**src/rtl/pcileech_tx_arb_pkg.sv**
```systemverilog
`default_nettype none
// ============================================================================
// Module   : pcileech_tx_arb_pkg
// Brief    : Shared types and the round-robin pick helper for the TX arbiter.
// Revision : 1.0 - initial release
// ============================================================================
package pcileech_tx_arb_pkg;

    typedef enum logic {ARB_IDLE, ARB_GRANT} arb_state_e;

    localparam int ARB_NUM_SRC = 4;

    localparam logic [1:0] ARB_SRC_DATA   = 2'd0;
    localparam logic [1:0] ARB_SRC_CFG    = 2'd1;
    localparam logic [1:0] ARB_SRC_CORE   = 2'd2;
    localparam logic [1:0] ARB_SRC_SHADOW = 2'd3;

    typedef struct packed {
        logic [31:0] data;
        logic [1:0]  src;
        logic        last;
    } arb_beat_t;

    // First set bit of elig at or above ptr, wrapping modulo ARB_NUM_SRC.
    function automatic logic [1:0] arb_rr_pick(input logic [ARB_NUM_SRC-1:0] elig,
                                               input logic [1:0] ptr);
        logic [1:0] idx;
        logic       found;
        arb_rr_pick = ptr;
        found       = 1'b0;
        for (int k = 0; k < ARB_NUM_SRC; k++) begin
            idx = ptr + k[1:0];
            if (!found && elig[idx]) begin
                arb_rr_pick = idx;
                found       = 1'b1;
            end
        end
    endfunction

endpackage
`default_nettype wire

```
**src/rtl/pcileech_skid_buf.sv**
```systemverilog
`default_nettype none
// ============================================================================
// Module   : pcileech_skid_buf
// Brief    : 2-entry ready/valid buffer; registered outputs, in_ready from occupancy only.
// Revision : 1.0 - initial release
// ============================================================================
module pcileech_skid_buf
    import pcileech_tx_arb_pkg::*;
#(
    parameter int WIDTH = $bits(arb_beat_t)
) (
    input  logic             clk,
    input  logic             rst,
    input  logic             in_valid,
    output logic             in_ready,
    input  logic [WIDTH-1:0] in_data,
    output logic             out_valid,
    input  logic             out_ready,
    output logic [WIDTH-1:0] out_data
);

    logic             head_valid_q, head_valid_d;
    logic             tail_valid_q, tail_valid_d;
    logic [WIDTH-1:0] head_q, head_d;
    logic [WIDTH-1:0] tail_q, tail_d;
    logic             push, pop;

    always_comb begin
        head_valid_d = head_valid_q;
        tail_valid_d = tail_valid_q;
        head_d       = head_q;
        tail_d       = tail_q;
        push         = in_valid & ~tail_valid_q;
        pop          = head_valid_q & out_ready;
        if (tail_valid_q) begin
            // Full: no push possible, tail slides into head on pop.
            if (pop) begin
                head_d       = tail_q;
                tail_valid_d = 1'b0;
            end
        end else if (head_valid_q && !pop) begin
            if (push) begin
                tail_d       = in_data;
                tail_valid_d = 1'b1;
            end
        end else begin
            head_valid_d = push;
            if (push) begin
                head_d = in_data;
            end
        end
    end

    always_ff @(posedge clk) begin
        if (rst) begin
            head_valid_q <= 1'b0;
            tail_valid_q <= 1'b0;
            head_q       <= '0;
            tail_q       <= '0;
        end else begin
            head_valid_q <= head_valid_d;
            tail_valid_q <= tail_valid_d;
            head_q       <= head_d;
            tail_q       <= tail_d;
        end
    end

    assign in_ready  = ~tail_valid_q;
    assign out_valid = head_valid_q;
    assign out_data  = head_q;

endmodule
`default_nettype wire

```
**src/rtl/pcileech_tx_arbiter.sv**
```systemverilog
`default_nettype none
// ============================================================================
// Module   : pcileech_tx_arbiter
// Brief    : Packet-atomic round-robin arbiter of four sources with stall watchdog.
// Revision : 1.0 - initial release
// ============================================================================
module pcileech_tx_arbiter
    import pcileech_tx_arb_pkg::*;
#(
    parameter int PARAM_TIMEOUT   = 1024,
    parameter int PARAM_CNT_WIDTH = 16
) (
    input  logic                       clk,
    input  logic                       rst,
    input  logic [3:0]                 src_en,
    input  logic [3:0]                 src_valid,
    input  logic [127:0]               src_data,
    input  logic [3:0]                 src_last,
    output logic [3:0]                 src_ready,
    output logic [31:0]                out_data,
    output logic [1:0]                 out_src,
    output logic                       out_last,
    output logic                       out_valid,
    input  logic                       out_ready,
    output logic                       busy,
    output logic                       timeout_err,
    output logic [PARAM_CNT_WIDTH-1:0] pkt_count
);

    localparam int                  STARVE_W   = $clog2(PARAM_TIMEOUT);
    localparam logic [STARVE_W-1:0] STARVE_MAX = STARVE_W'(PARAM_TIMEOUT - 1);

    arb_state_e                 state_q, state_d;
    logic [1:0]                 grant_q, grant_d;
    logic [1:0]                 ptr_q, ptr_d;
    logic [STARVE_W-1:0]        starve_q, starve_d;
    logic                       timeout_err_q, timeout_err_d;
    logic [PARAM_CNT_WIDTH-1:0] pkt_count_q, pkt_count_d;

    logic [3:0] elig;
    logic       beat_acc;
    logic       skid_in_valid;
    logic       skid_in_ready;
    arb_beat_t  skid_in;
    arb_beat_t  skid_out;
    arb_beat_t  src_beat [ARB_NUM_SRC];

    for (genvar i = 0; i < ARB_NUM_SRC; i++) begin : g_src_beat
        assign src_beat[i] = '{data: src_data[32*i +: 32], src: 2'(i), last: src_last[i]};
    end

    assign elig = src_en & src_valid;

    always_comb begin
        state_d       = state_q;
        grant_d       = grant_q;
        ptr_d         = ptr_q;
        starve_d      = starve_q;
        pkt_count_d   = pkt_count_q;
        timeout_err_d = 1'b0;
        src_ready     = '0;
        skid_in_valid = 1'b0;
        beat_acc      = 1'b0;
        skid_in       = src_beat[grant_q];
        case (state_q)
            ARB_IDLE: begin
                if (|elig) begin
                    grant_d  = arb_rr_pick(elig, ptr_q);
                    ptr_d    = grant_d + 2'd1;
                    starve_d = '0;
                    state_d  = ARB_GRANT;
                end
            end
            ARB_GRANT: begin
                src_ready[grant_q] = skid_in_ready;
                skid_in_valid      = src_valid[grant_q];
                beat_acc           = src_valid[grant_q] & skid_in_ready;
                if (beat_acc) begin
                    starve_d = '0;
                    if (src_beat[grant_q].last) begin
                        pkt_count_d = pkt_count_q + PARAM_CNT_WIDTH'(1);
                        state_d     = ARB_IDLE;
                    end
                end else if (!src_valid[grant_q]) begin
                    // Only a silent source starves; downstream backpressure never does.
                    if (starve_q == STARVE_MAX) begin
                        state_d       = ARB_IDLE;
                        timeout_err_d = 1'b1;
                    end else begin
                        starve_d = starve_q + STARVE_W'(1);
                    end
                end
            end
            default: state_d = ARB_IDLE;
        endcase
    end

    always_ff @(posedge clk) begin
        if (rst) begin
            state_q       <= ARB_IDLE;
            grant_q       <= '0;
            ptr_q         <= '0;
            starve_q      <= '0;
            timeout_err_q <= 1'b0;
            pkt_count_q   <= '0;
        end else begin
            state_q       <= state_d;
            grant_q       <= grant_d;
            ptr_q         <= ptr_d;
            starve_q      <= starve_d;
            timeout_err_q <= timeout_err_d;
            pkt_count_q   <= pkt_count_d;
        end
    end

    pcileech_skid_buf #(
        .WIDTH($bits(arb_beat_t))
    ) u_skid (
        .clk      (clk),
        .rst      (rst),
        .in_valid (skid_in_valid),
        .in_ready (skid_in_ready),
        .in_data  (skid_in),
        .out_valid(out_valid),
        .out_ready(out_ready),
        .out_data (skid_out)
    );

    assign out_data    = skid_out.data;
    assign out_src     = skid_out.src;
    assign out_last    = skid_out.last;
    assign busy        = (state_q == ARB_GRANT);
    assign timeout_err = timeout_err_q;
    assign pkt_count   = pkt_count_q;

endmodule
`default_nettype wire

```
**config.mk**
```make
export PLATFORM = sky130hd
export DESIGN_NAME = pcileech_tx_arbiter
export DESIGN_NICKNAME = d
export VERILOG_FILES = /design/src/rtl/pcileech_tx_arb_pkg.sv /design/src/rtl/pcileech_skid_buf.sv /design/src/rtl/pcileech_tx_arbiter.sv
export SDC_FILE = /design/constraint.sdc
export NUM_CORES = 1
export LEC_CHECK = 0
export ABC_CLOCK_PERIOD_IN_PS = 2200
export BUFFER_PORTS_ARGS = -buffer_cell sky130_fd_sc_hd__buf_2
export CAP_MARGIN = 20
export CORE_ASPECT_RATIO = 0.7
export CORE_MARGIN = 2
export CORE_UTILIZATION = 44
export CTS_BUF_LIST = sky130_fd_sc_hd__clkbuf_16
export CTS_CLUSTER_DIAMETER = 150
export CTS_CLUSTER_SIZE = 16
export DETAILED_ROUTE_END_ITERATION = 10
export GPL_TIMING_DRIVEN = 1
export PLACE_DENSITY = 0.85
export SLEW_MARGIN = 10
export SYNTH_ARGS = -nofsm -noshare
export SYNTH_HDL_FRONTEND = slang
export SYNTH_SLANG_ARGS = --single-unit
```
**constraint.sdc**
```tcl
create_clock -name clk -period 2.2 [get_ports clk]
set_clock_uncertainty 0.15 [all_clocks]
set_input_delay 0.11 -clock clk [delete_from_list [all_inputs] [get_ports clk]]
set_output_delay 0.11 -clock clk [all_outputs]
set_load 0.005 [all_outputs]
```
After elaboration in Yosys (flattened, before gate mapping)
Index checks and enable logic that the tools add are counted.

Bits in registers: 104. Input bits: 143. Output and inout port bits: 58. Word-level logic and storage cells: 107.

$add $sub $neg: 6. Magnitude comparators: 7. Equality and inequality tests: 6. Multiplexer cells: 51. Bitwise logic cells: 9. Reduce and logical (&&, ||, !) cells: 18.

Operators with widths (count): 35-bit two-way mux (6); 35-bit binary-select mux with 2-bit select (1); 10-bit two-way mux (4); 1-bit two-way mux (26); 10-bit case mux with 2 select lines (1); 16-bit by 1-bit adder with 16-bit output (second input constant) (1); 2-bit by 3-bit less-than comparator with 1-bit output (second input constant) (5); 3-bit AND reduction (4); 10-bit by 1-bit adder with 10-bit output (second input constant) (1); 1-bit binary-select mux with 2-bit select (5); 10-bit == test (second input constant) (1); 2-bit two-way mux (5); 4-bit bitwise AND (2); 4-bit OR reduction (2); 1-bit logical AND (5); 2-bit by 1-bit adder with 2-bit output (second input constant) (2); 2-bit adder (second input constant) (2); 1-bit zero test (4); 4-bit two-way mux (1); 2-bit != test (second input constant) (2); 2-bit AND reduction (2); 1-bit bitwise AND (3); 3-bit greater-or-equal comparator (second input constant) (1); 3-bit by 2-bit != test with 1-bit output (second input constant) (1); other kinds (8) (10).

Logic depth before layout (Yosys ltp)
Gate-level depths: netlist (run 1).

Depth after elaboration: 22. Mapped depth: 8. Depth with buffers taken out: 6.

Cells and area by module
A second synthesis (run 1) with hierarchy kept.

Cells, all modules: 561. Area, all modules: 5481.5 um^2.

By module, submodules not included: pcileech_skid_buf (times used 1, cells an instance 326, area each 3071.7 um^2); pcileech_tx_arbiter (times used 1, cells an instance 235, area each 2409.8 um^2).

Least setup slack after synthesis (run 1)
No wires, ideal clock.

Path type: flip-flop to flip-flop. From: register grant_q[0]. To: register starve_q[1]. Setup time: 0.128 ns. Arrival: 1.955 ns. Slack: -0.033 ns. Stages on the path, launching flop included: 9. Path buffers: 3. Clock period less this slack: 2.233 ns. Cell sequence: dfxtp_1 > buf_6 > mux4_2 > and2_1 > buf_6 > a311oi_4 > buf_6 > mux2i_1 > nor2_1.

Cells in the longest elaborated chain, start to end: 5. Elaborated cells on any way between the ends: 8. Classes of those cells: eq/ne: 2; mux: 4; bitwise: 1; reduce/logical: 1.

RTL lines: from (decl) (RTL line pcileech_tx_arbiter.sv:34) `logic [1:0] grant_q, grant_d;`; from (signal assigned) (RTL line pcileech_tx_arbiter.sv:108) `grant_q <= grant_d;`; 1-bit binary-select mux with 2-bit select * (RTL line pcileech_tx_arbiter.sv:77, pcileech_tx_arbiter.sv:84); 1-bit two-way mux (not written as such) * (RTL line pcileech_tx_arbiter.sv:77, pcileech_tx_arbiter.sv:84); 1-bit bitwise AND (RTL line pcileech_tx_arbiter.sv:77) `beat_acc = src_valid[grant_q] & skid_in_ready;`; 3-bit != test (no source line), or another cell as far along; 3-bit AND reduction (no source line) or 10-bit case mux with 2 select lines (tied branches); to (signal assigned) (RTL line pcileech_tx_arbiter.sv:110) `starve_q <= starve_d;`; to (decl) (RTL line pcileech_tx_arbiter.sv:36) `logic [STARVE_W-1:0] starve_q, starve_d;`.

Every way passes the cells marked *; elsewhere a longest branch is shown, timed or not. The select of a mux whose other input is x is not followed. A chain may end at the register's enable or synchronous reset.

Worst setup path after layout (run 1)
From: register grant_q[0]. To: register starve_q[9].

Same word-level chain as after synthesis.

==> key figures, run 1 <==
Outcome
  • Status: finished clean

Cells and area
  • Finished Layout Cells: between 900 and 1000
  • Share of cells above drive strength 1: 0.368
  • Final core utilization: 0.578
  • Area Overhead vs Synth: 29.4%
  • # diodes: 0
  • Final net count: ~890

Global routing
  • First-pass GRT wire length: 21.3 mm
  • Antenna violations before repair: 0
  • Tot GR Track Use: 0.210
  • Largest net degree at the start of global routing: 60
  • Vias in the first global route: 4384
  • GR Overflow Total: 0

Timing
  • Slew HR: 0.526
  • Final setup vio count: 0
  • Slew Viols, Final: 0
  • Setup TNS: 0 ns
  • Slew @ Worst Pin: just over 0.7 ns
  • Minimum clock period: about 2.1 ns
  • Final Hold Fails: 0
  • Hold slack: 0.118 ns
  • Period utilization: 0.954
  • RSZ-0062 raised after global routing: no
  • Fmax: 476 MHz

Routing
  • Total number of vias: approximately 4700
  • Vias per inst: 5.22
  • Drt total wl: roughly 13 mm
  • Routed wire length per instance: 14.8 µm
  • TritonRoute pass-1 iters: 4
  • # DRC: 0
  • Antenna Violating Nets Remaining: 0
  • Initial DRC Count: 272

Worst setup path
  • Crit-path max FO: 9
  • CP Capture Type: flip-flop
  • R2R Path End: starve_q[9]$_SDFFE_PP0P_
  • Reg-to-reg startpoint: grant_q[0]$_SDFFE_PP0P_
  • Slowest Stage Delay on Critical Path: between 0.5 and 0.6 ns
  • Worst Setup Start Kind: flip-flop
  • CP max stage cell: mux4_2
  • Critical Path, Cell by Cell: mux4_2, and2_4, a311oi_4, buf_2, or3_1, a21oi_1
  • Worst EP arrival: around 2.2 ns
  • Worst Path Required: around 2.3 ns
  • R2R setup slack: 0.10 ns
  • Crit Path Class: reg -> reg
  • Worst reg2reg path depth: 6

Logic synthesis
  • Mean Syn Cell Area: between 9 and 10 µm²
  • Syn nets: around 700
  • Yosys reg bits: approximately 100
  • Synth top area share: 0.403
  • Top FF cell, synth: dfxtp_1
  • Post-synthesis cell count: 552
  • Seq/Total Area, Yosys: 0.403
  • Cell area after synthesis: slightly above 5000 µm²
  • Top cells by area, synth: dfxtp_1 40%, mux4_2 15%, mux2i_1 7.2%
  • Most common cell in the netlist: dfxtp_1
  • Ys Warns: 0
  • Synth async-reset ratio: 0
  • EDFF count, synth: 0
  • Post-synth top area cell: dfxtp_1
  • Netlist cell types: approximately 40
  • Most instantiated cells after synthesis: 104 x dfxtp_1, 90 x nand2_1, 57 x nor2_1

Clocking
  • Bufs on Longest Clock Path: 2
  • CTS tree: yes
  • Max H-tree Level: 3
  • Clk root buf: clkbuf_16
  • Setup Fix Bufs, Post-CTS: 0
  • Clk_lat worst skew: between 0.3 and 0.4 ns
  • CTS Sinks: about 100
  • Num CTS Buffers: 9
  • Reg clk slew, reported paths: ~0.07 ns

Power and ir drop
  • Maximum vdd drop: between 0.3 and 0.4 mV
  • Gate power share: 0.215
  • Pwr Density: just under 700 nW/µm²
  • P_int: approximately 3400 µW
  • Clk pwr share: 0.337
  • Reg power frac: 0.447
  • Pleak: 0.00262 µW
  • Final Total Pwr: 4580 µW
  • Switching pwr: approximately 1200 µW
  • Net Sw Frac: 0.267

Floorplan
  • Core region area: roughly 12000 µm²
  • Die width: around 130 µm
  • # rows: 33
  • DIE AREA: about 13000 µm²
  • Die height: 94.6 µm
  • Io pins: 201
  • Initial Util: 0.446

Worst hold path
  • Hold path endpoint: u_skid.tail_q[33]$_SDFFE_PP0P_
  • Hold path depth: 4
  • Hold Path Class: in -> reg
  • Worst hold start: src_data[30]

Placed design
  • Placed Cells: 887
  • Gpl congestion: ~0.8
  • Buffers on Ports: 200
  • Dpl hpwl: 9.84 mm

Flow run
  • Max cap viols: 0
==> layout by cell type, fill, tap and decap left out, types with 2 or more instances in the layout <==
cell type and n:
a21oi_1 50, nor2b_1 2, nand4_1 7, dfxtp_2 2
clkbuf_16 9, o21ai_1 3, and2_1 6, o21ai_0 8
mux4_2 34, or3_1 10, a211oi_1 37, nor2_1 57
buf_2 202, ha_1 2, nor3_1 8, nand3_1 5
clkinv_1 2, dfxtp_1 101, nor4_1 2, inv_1 10
nand2_1 90, o22ai_1 2, xnor2_1 13, buf_12 2
mux2i_1 37, and3_1 5, buf_4 17, xor2_1 2
==> stage by stage <==
step                instance area, µm²  worst slack (ns)
detailed placement                6360           0.00880
global route                      6680            0.0159
CTS                               6660            0.0263
floorplan                         5160           -0.0327
global placement                  6360            0.0974
finish                            6680             0.100
==> repair_timing <==
item	CTS	global route
hold endpoints to repair	1	0
resized for setup	1	3
cloned	0	2
pin swaps	0	0
hold buffers	1	0
setup endpoints to repair	1	9
==> how the worst max path moves through the flow <==
stage / startpoint / end / slack [ns] / cells after the start
final: grant_q[0]$_SDFFE_PP0P_ / starve_q[9]$_SDFFE_PP0P_ / 0.10 / 6
after global routing: starve_q[0]$_SDFFE_PP0P_ / starve_q[1]$_SDFFE_PP0P_ / 0.02 / 7
after CTS: grant_q[0]$_SDFFE_PP0P_ / starve_q[1]$_SDFFE_PP0P_ / 0.03 / 6
after detailed placement: grant_q[0]$_SDFFE_PP0P_ / starve_q[1]$_SDFFE_PP0P_ / 0.009 / 6
after global placement: grant_q[0]$_SDFFE_PP0P_ / starve_q[1]$_SDFFE_PP0P_ / 0.1 / 6
after floorplan: grant_q[0]$_SDFFE_PP0P_ / starve_q[1]$_SDFFE_PP0P_ / -0.03 / 8
==> cell families after synthesis <==
| family | after synthesis | share of synthesized area |
|---|---|---|
| and+or+nand+nor | 199 | 0.169 |
| AOI/OAI and AO/OA | 109 | 0.133 |
| DFF | 104 | 0.403 |
| muxes | 72 | 0.222 |
| buffers and inverters | 51 | 0.0427 |
| xor gates and xnor gates | 15 | 0.0255 |
| adders and majority gates | 2 | 0.00485 |
==> worst max-delay path, delay by kind of cell, from the launching register on <==
kind            cells  cell delay, ns
mux                 1            0.53
flops               1            0.38
simple gates        2            0.34
compound gates      2            0.32
buf+inv             1            0.25
==> layout make-up <==
class | instances | area, µm²
Fill cell | 1014 | 4880
Multi-Input combinational cell | 397 | 2870
Sequential cell | 104 | 2090
Timing Repair Buffer | 223 | 1200
Clock buffer | 9 | 225
Tap cell | 157 | 196
Clock inverter | 7 | 62.6
Inverter | 9 | 33.8
==> per-layer routing <==
metal | track usage | up-vias | wire (µm)
met3 | 0.0467 | 8 | 872
li1 | - | 2381 | -
met2 | 0.360 | 172 | 6410
met5 | 0 | - | 0
met1 | 0.274 | 2169 | 6030
met4 | 0.0496 | 0 | 105
==> power groups by stage <==
stage	clock (µW)	sequential, µW	combinational (µW)
after floorplan	0	2090	606
after global placement	0	2090	950
after detailed placement	0	2090	972
after CTS	1590	2050	980
after global routing	1690	2060	1080
final	1550	2050	985
==> sequential cells by signal, indices dropped and copies added (netlist names), 2 cells and up <==
| signal | cells |
|---|---|
| grant_q | 2 |
| pkt_count | 16 |
| ptr_q | 2 |
| starve_q | 10 |
| u_skid.out_data | 35 |
| u_skid.tail_q | 35 |
No activity file was read; power rests on OpenSTA's default activity.
==> run 2: changes to the inputs <==
SETUP_SLACK_MARGIN = 0.4   (was default)
==> run 2 against run 1 <==
Net effect:
- critical path depth unchanged
- hold slack worse by 0.017 ns
- routed wire length up 33%
- register-to-register slack improved by 0.03 ns
- sequential power about the same
- first-iteration DRC count up 23%
- clock-buffer cell count stayed put
- clock power increased by 13%
- sequential share of layout area decreased by 5.6 points
- final cell count up 4.4%
- critical path type unchanged
==> key figures, run 2 (same netlist as run 1, synthesis figures left out) <==
Clocking
  • Num CTS Buffers: 9
  • CTS Sinks: around 100
  • Max H-tree Level: 3
  • Reg clk slew, reported paths: around 0.070 ns
  • Clk_lat worst skew: 0.34 ns
  • Clk root buf: clkbuf_16
  • CTS tree: yes
  • Bufs on Longest Clock Path: 2

Global routing
  • Tot GR Track Use: 0.226
  • GR Overflow Total: 0
  • Largest net degree at the start of global routing: 48
  • Vias in the first global route: approximately 4600
  • Antenna violations before repair: 0
  • First-pass GRT wire length: roughly 23 mm

Power and ir drop
  • Maximum vdd drop: 0.400 mV
  • Clk pwr share: 0.333
  • Pleak: 0.00319 µW
  • Gate power share: 0.273
  • Net Sw Frac: 0.288
  • Reg power frac: 0.394
  • Pwr Density: 644 nW/µm²
  • P_int: about 3700 µW
  • Switching pwr: 1510 µW

Cells and area
  • Final net count: 929
  • Area Overhead vs Synth: 57.8%
  • Final core utilization: 0.704
  • Most frequent cells in the layout: 199 x buf_2, 101 x dfxtp_1, 58 x nand2_1
  • # fillers: slightly above 800
  • Final instance area: roughly 8100 µm²
  • Most common cell after layout, fill and taps aside: buf_2
  • Share of cells above drive strength 1: 0.564
  • # diodes: 0

Routing
  • Routed wire length per instance: 18.8 µm
  • Initial DRC Count: ~330
  • Drt total wl: between 15 and 20 mm
  • Antenna Violating Nets Remaining: 0
  • TritonRoute pass-1 iters: 5
  • # DRC: 0
  • Total number of vias: ~5300
  • Vias per inst: 5.56

Timing
  • Period utilization: 0.939
  • RSZ-0062 raised after global routing: yes
  • Slew HR: 0.602
  • Hold slack: between 0.1 and 0.15 ns
  • Slew Viols, Final: 0
  • Slew @ Worst Pin: around 0.6 ns
  • Setup TNS: 0 ns
  • Final Hold Fails: 0
  • Final setup vio count: 0
  • Fmax: slightly below 500 MHz
  • Minimum clock period: 2.07 ns

Worst setup path
  • Crit Path Class: reg -> reg
  • Worst EP arrival: 2.19 ns
  • Worst Setup Start Kind: flip-flop
  • CP Capture Type: flip-flop
  • Worst Path Required: 2.32 ns
  • R2R setup slack: 0.13 ns
  • Crit-path max FO: 6

Floorplan
  • Io pins: roughly 200
  • Initial Util: 0.446
  • DIE AREA: around 13000 µm²
  • Die width: roughly 130 µm
  • Core region area: approximately 12000 µm²
  • Die height: 94.6 µm
  • # rows: 33

Flow run
  • Max cap viols: 0

Placed design
  • Area post-placement: 6340 µm²
  • Gpl congestion: around 0.85
  • Dpl hpwl: 9.47 mm
  • Buffers on Ports: 200

Worst hold path
  • Hold Path Class: in -> reg

Outcome
  • Status: finished clean
## run 2: repair_timing
item / 4_1_cts / 5_1_grt
pin swaps: 13 / 79
buffers inserted: 10 / 16
hold buffers: 1 / 0
endpoints found under the hold margin: 1 / 0
gates cloned: 6 / 15
gates resized for setup: 24 / 176
setup endpoints to repair: 101 / 103
## run 2: area by class of cell
cell class	count	area (µm²)	area share
Timing Repair Buffer	263	1970	0.242
Multi-Input combinational cell	397	3530	0.433
Inverter	9	33.8	0.00415
Sequential cell	104	2090	0.256
Clock inverter	7	101	0.0124
Tap cell	157	196	0.0241
Clock buffer	9	225	0.0277
## run 2: metrics by stage
stage	setup slack [ns]	total power, µW	instances
after floorplan	-0.0164	2710	552
after global placement	0.0552	3030	882
after detailed placement	-0.0154	3050	882
after CTS	0.136	4860	915
after global routing	0.0651	5450	946
final	0.134	5250	946
## run 2: worst paths after layout
kind,from,endpoint,cells past startpoint
worst min-delay path,rst,pkt_count[13]$_SDFFE_PP0P_,2
worst max-delay path,grant_q[0]$_SDFFE_PP0P_,starve_q[8]$_SDFFE_PP0P_,6
worst max register to register,grant_q[0]$_SDFFE_PP0P_,starve_q[8]$_SDFFE_PP0P_,6
worst min register to register,u_skid.tail_q[22]$_SDFFE_PP0P_,u_skid.tail_q[22]$_SDFFE_PP0P_,2
## run 2: critical path, cell delays in order, from the launching register on
cell and delay, ns:
dfxtp_4 0.36, mux4_2 0.56, inv_2 0.11, a311oi_4 0.11, buf_4 0.18, or4_4 0.42
a21oi_2 0.12
## run 2: power groups by stage
stage / logic, µW / registers, µW / clock network (µW)
after global routing: 1520 / 2080 / 1850
after floorplan: 623 / 2090 / 0
final: 1430 / 2070 / 1750
after global placement: 946 / 2080 / 0
after detailed placement: 963 / 2090 / 0
after CTS: 1040 / 2040 / 1770
## run 2: metal layers
metal | track usage | share of wire | up-vias
met2 | 0.383 | 0.47 | 225
met4 | 0.0585 | 0.016 | 0
met1 | 0.296 | 0.44 | 2541
met5 | 0 | 0 | -
met3 | 0.0526 | 0.071 | 28
li1 | - | - | 2462
==> run 3: changes to the inputs <==
HOLD_SLACK_MARGIN = 0.15   (was default)
SETUP_SLACK_MARGIN = 0.15   (was 0.4)
==> run 3 against run 2 <==
Net effect:
- die area did not move
- power is 8.3% lower
- via count rose by 3.3%
- global-route usage grew 1.9 points
- combinational power down 15%
- hold slack better by 0.056 ns
- sequential cell count unchanged
- sequential share of layout area increased by 1.1 points
- final area is 3.9% lower
- critical path type unchanged
- critical endpoint is now starve_q[1]$_SDFFE_PP0P_
- largest power group unchanged
==> key figures, run 3 (same netlist as run 1, synthesis figures left out) <==
Global routing
  • Antenna violations before repair: 0
  • Vias in the first global route: ~5100
  • First-pass GRT wire length: 24.7 mm
  • Tot GR Track Use: 0.245
  • Largest net degree at the start of global routing: just over 70
  • GR Overflow Total: 0

Timing
  • Final Hold Fails: 0
  • Minimum clock period: between 2 and 2.5 ns
  • Period utilization: 0.944
  • Slew HR: 0.565
  • Fmax: 481 MHz
  • Slew Viols, Final: 0
  • Final WS setup: 0.123 ns
  • Slew @ Worst Pin: approximately 0.65 ns
  • Final setup vio count: 0
  • RSZ-0062 raised after global routing: yes

Clocking
  • CTS tree: yes
  • Reg clk slew, reported paths: ~0.07 ns
  • Num CTS Buffers: 9
  • Bufs on Longest Clock Path: 2
  • CTS Sinks: 104
  • Max H-tree Level: 3
  • Clk_lat worst skew: between 0.3 and 0.4 ns
  • Clk root buf: clkbuf_16

Worst setup path
  • Worst Setup EP: starve_q[1]$_SDFFE_PP0P_
  • Worst EP arrival: 2.14 ns
  • Crit Path Class: reg -> reg
  • Worst reg2reg path depth: 6
  • R2R setup slack: around 0.12 ns
  • Reg-to-reg startpoint: grant_q[0]$_SDFFE_PP0P_
  • Worst Path Required: 2.26 ns
  • R2R Path End: starve_q[1]$_SDFFE_PP0P_
  • CP Capture Type: flip-flop
  • Worst Setup Start Kind: flip-flop
  • Setup crit start: grant_q[0]$_SDFFE_PP0P_
  • Crit-path max FO: 5

Power and ir drop
  • Pwr Density: 615 nW/µm²
  • Maximum vdd drop: 0.374 mV
  • Pleak: 0.00309 µW

Floorplan
  • Die height: approximately 95 µm
  • Die width: ~130 µm
  • # rows: 33
  • Io pins: 201
  • Initial Util: 0.446
  • DIE AREA: approximately 13000 µm²
  • Core region area: between 10000 and 15000 µm²

Routing
  • Drt total wl: 17.2 mm
  • Initial DRC Count: around 270
  • Total number of vias: ~5400
  • Vias per inst: 5.39
  • TritonRoute pass-1 iters: 4
  • Antenna Violating Nets Remaining: 0
  • Routed wire length per instance: 17.1 µm
  • # DRC: 0

Placed design
  • Worst slack, placed: roughly 0.067 ns
  • Gpl congestion: approximately 0.85
  • Buffers on Ports: 200
  • Dpl hpwl: 9.18 mm

Cells and area
  • Most frequent cells in the layout: 200 x buf_2, 101 x dfxtp_1, 98 x dlygate4sd3_1
  • # diodes: 0
  • Area Overhead vs Synth: 51.6%
  • Share of cells above drive strength 1: 0.340
  • Most common cell after layout, fill and taps aside: buf_2
  • Final core utilization: 0.677
  • Final net count: between 900 and 1000

Flow run
  • Max cap viols: 0

Worst hold path
  • Hold Path Class: in -> reg

Outcome
  • Status: finished clean
[run 3: worst max-delay path, stage by stage, from the launching register on]
cell	delay, ns
dfxtp_4	0.36
mux4_2	0.54
and2_4	0.18
a311oi_4	0.34
buf_6	0.17
mux2i_1	0.17
nor2_1	0.05
[run 3: how the worst min path moves through the flow]
stage	slack [ns]	cells after the start	from	to
floorplan	0.06	1	out_ready	u_skid.tail_valid_q$_SDFF_PP0_
global placement	0.19	2	out_ready	u_skid.tail_valid_q$_SDFF_PP0_
detailed placement	0.18	2	out_ready	u_skid.tail_valid_q$_SDFF_PP0_
CTS	0.15	4	src_data[91]	u_skid.tail_q[30]$_SDFFE_PP0P_
global route	0.16	4	src_data[75]	u_skid.tail_q[14]$_SDFFE_PP0P_
finish	0.16	4	src_data[100]	u_skid.tail_q[7]$_SDFFE_PP0P_
[run 3: per-stage QoR]
stage	TNS, ns	hold WS, ns	area, µm²	std cells	power [µW]
floorplan	-0.0166	0.0601	5160	552	2700
global placement	0	0.188	6340	882	3030
detailed placement	0	0.181	6340	882	3060
CTS	0	0.151	7640	999	4750
global route	0	0.157	7820	1008	5040
finish	0	0.157	7820	1008	4810
[run 3: report_power, final]
group          switching (µW)  internal [µW]
clock                     673            870
combinational             571            650
sequential               64.1           1980
total                    1310           3500
[run 3: area by class of cell]
cell class / count / area [µm²]
multi-input cells: 397 / 2900
flip-flops and latches: 104 / 2090
inverters: 9 / 33.8
repair buffers: 326 / 2310
well taps: 157 / 196
fillers: 873 / 3740
clock inverters: 6 / 61.3
clock buffers: 9 / 225
[run 3: repair_timing]
action,4_1_cts,5_1_grt
gates cloned,2,5
resized for setup,4,10
endpoints found under the hold margin,49,0
hold buffers,98,0
setup buffers,2,4
setup endpoints to repair,8,68
pin swaps,2,9
[run 3: per-layer routing]
| metal | part of all wire | global-route usage |
|---|---|---|
| met1 | 0.42 | 0.295 |
| met2 | 0.48 | 0.426 |
| met3 | 0.073 | 0.0666 |
| met4 | 0.027 | 0.0931 |
| met5 | 0 | 0 |
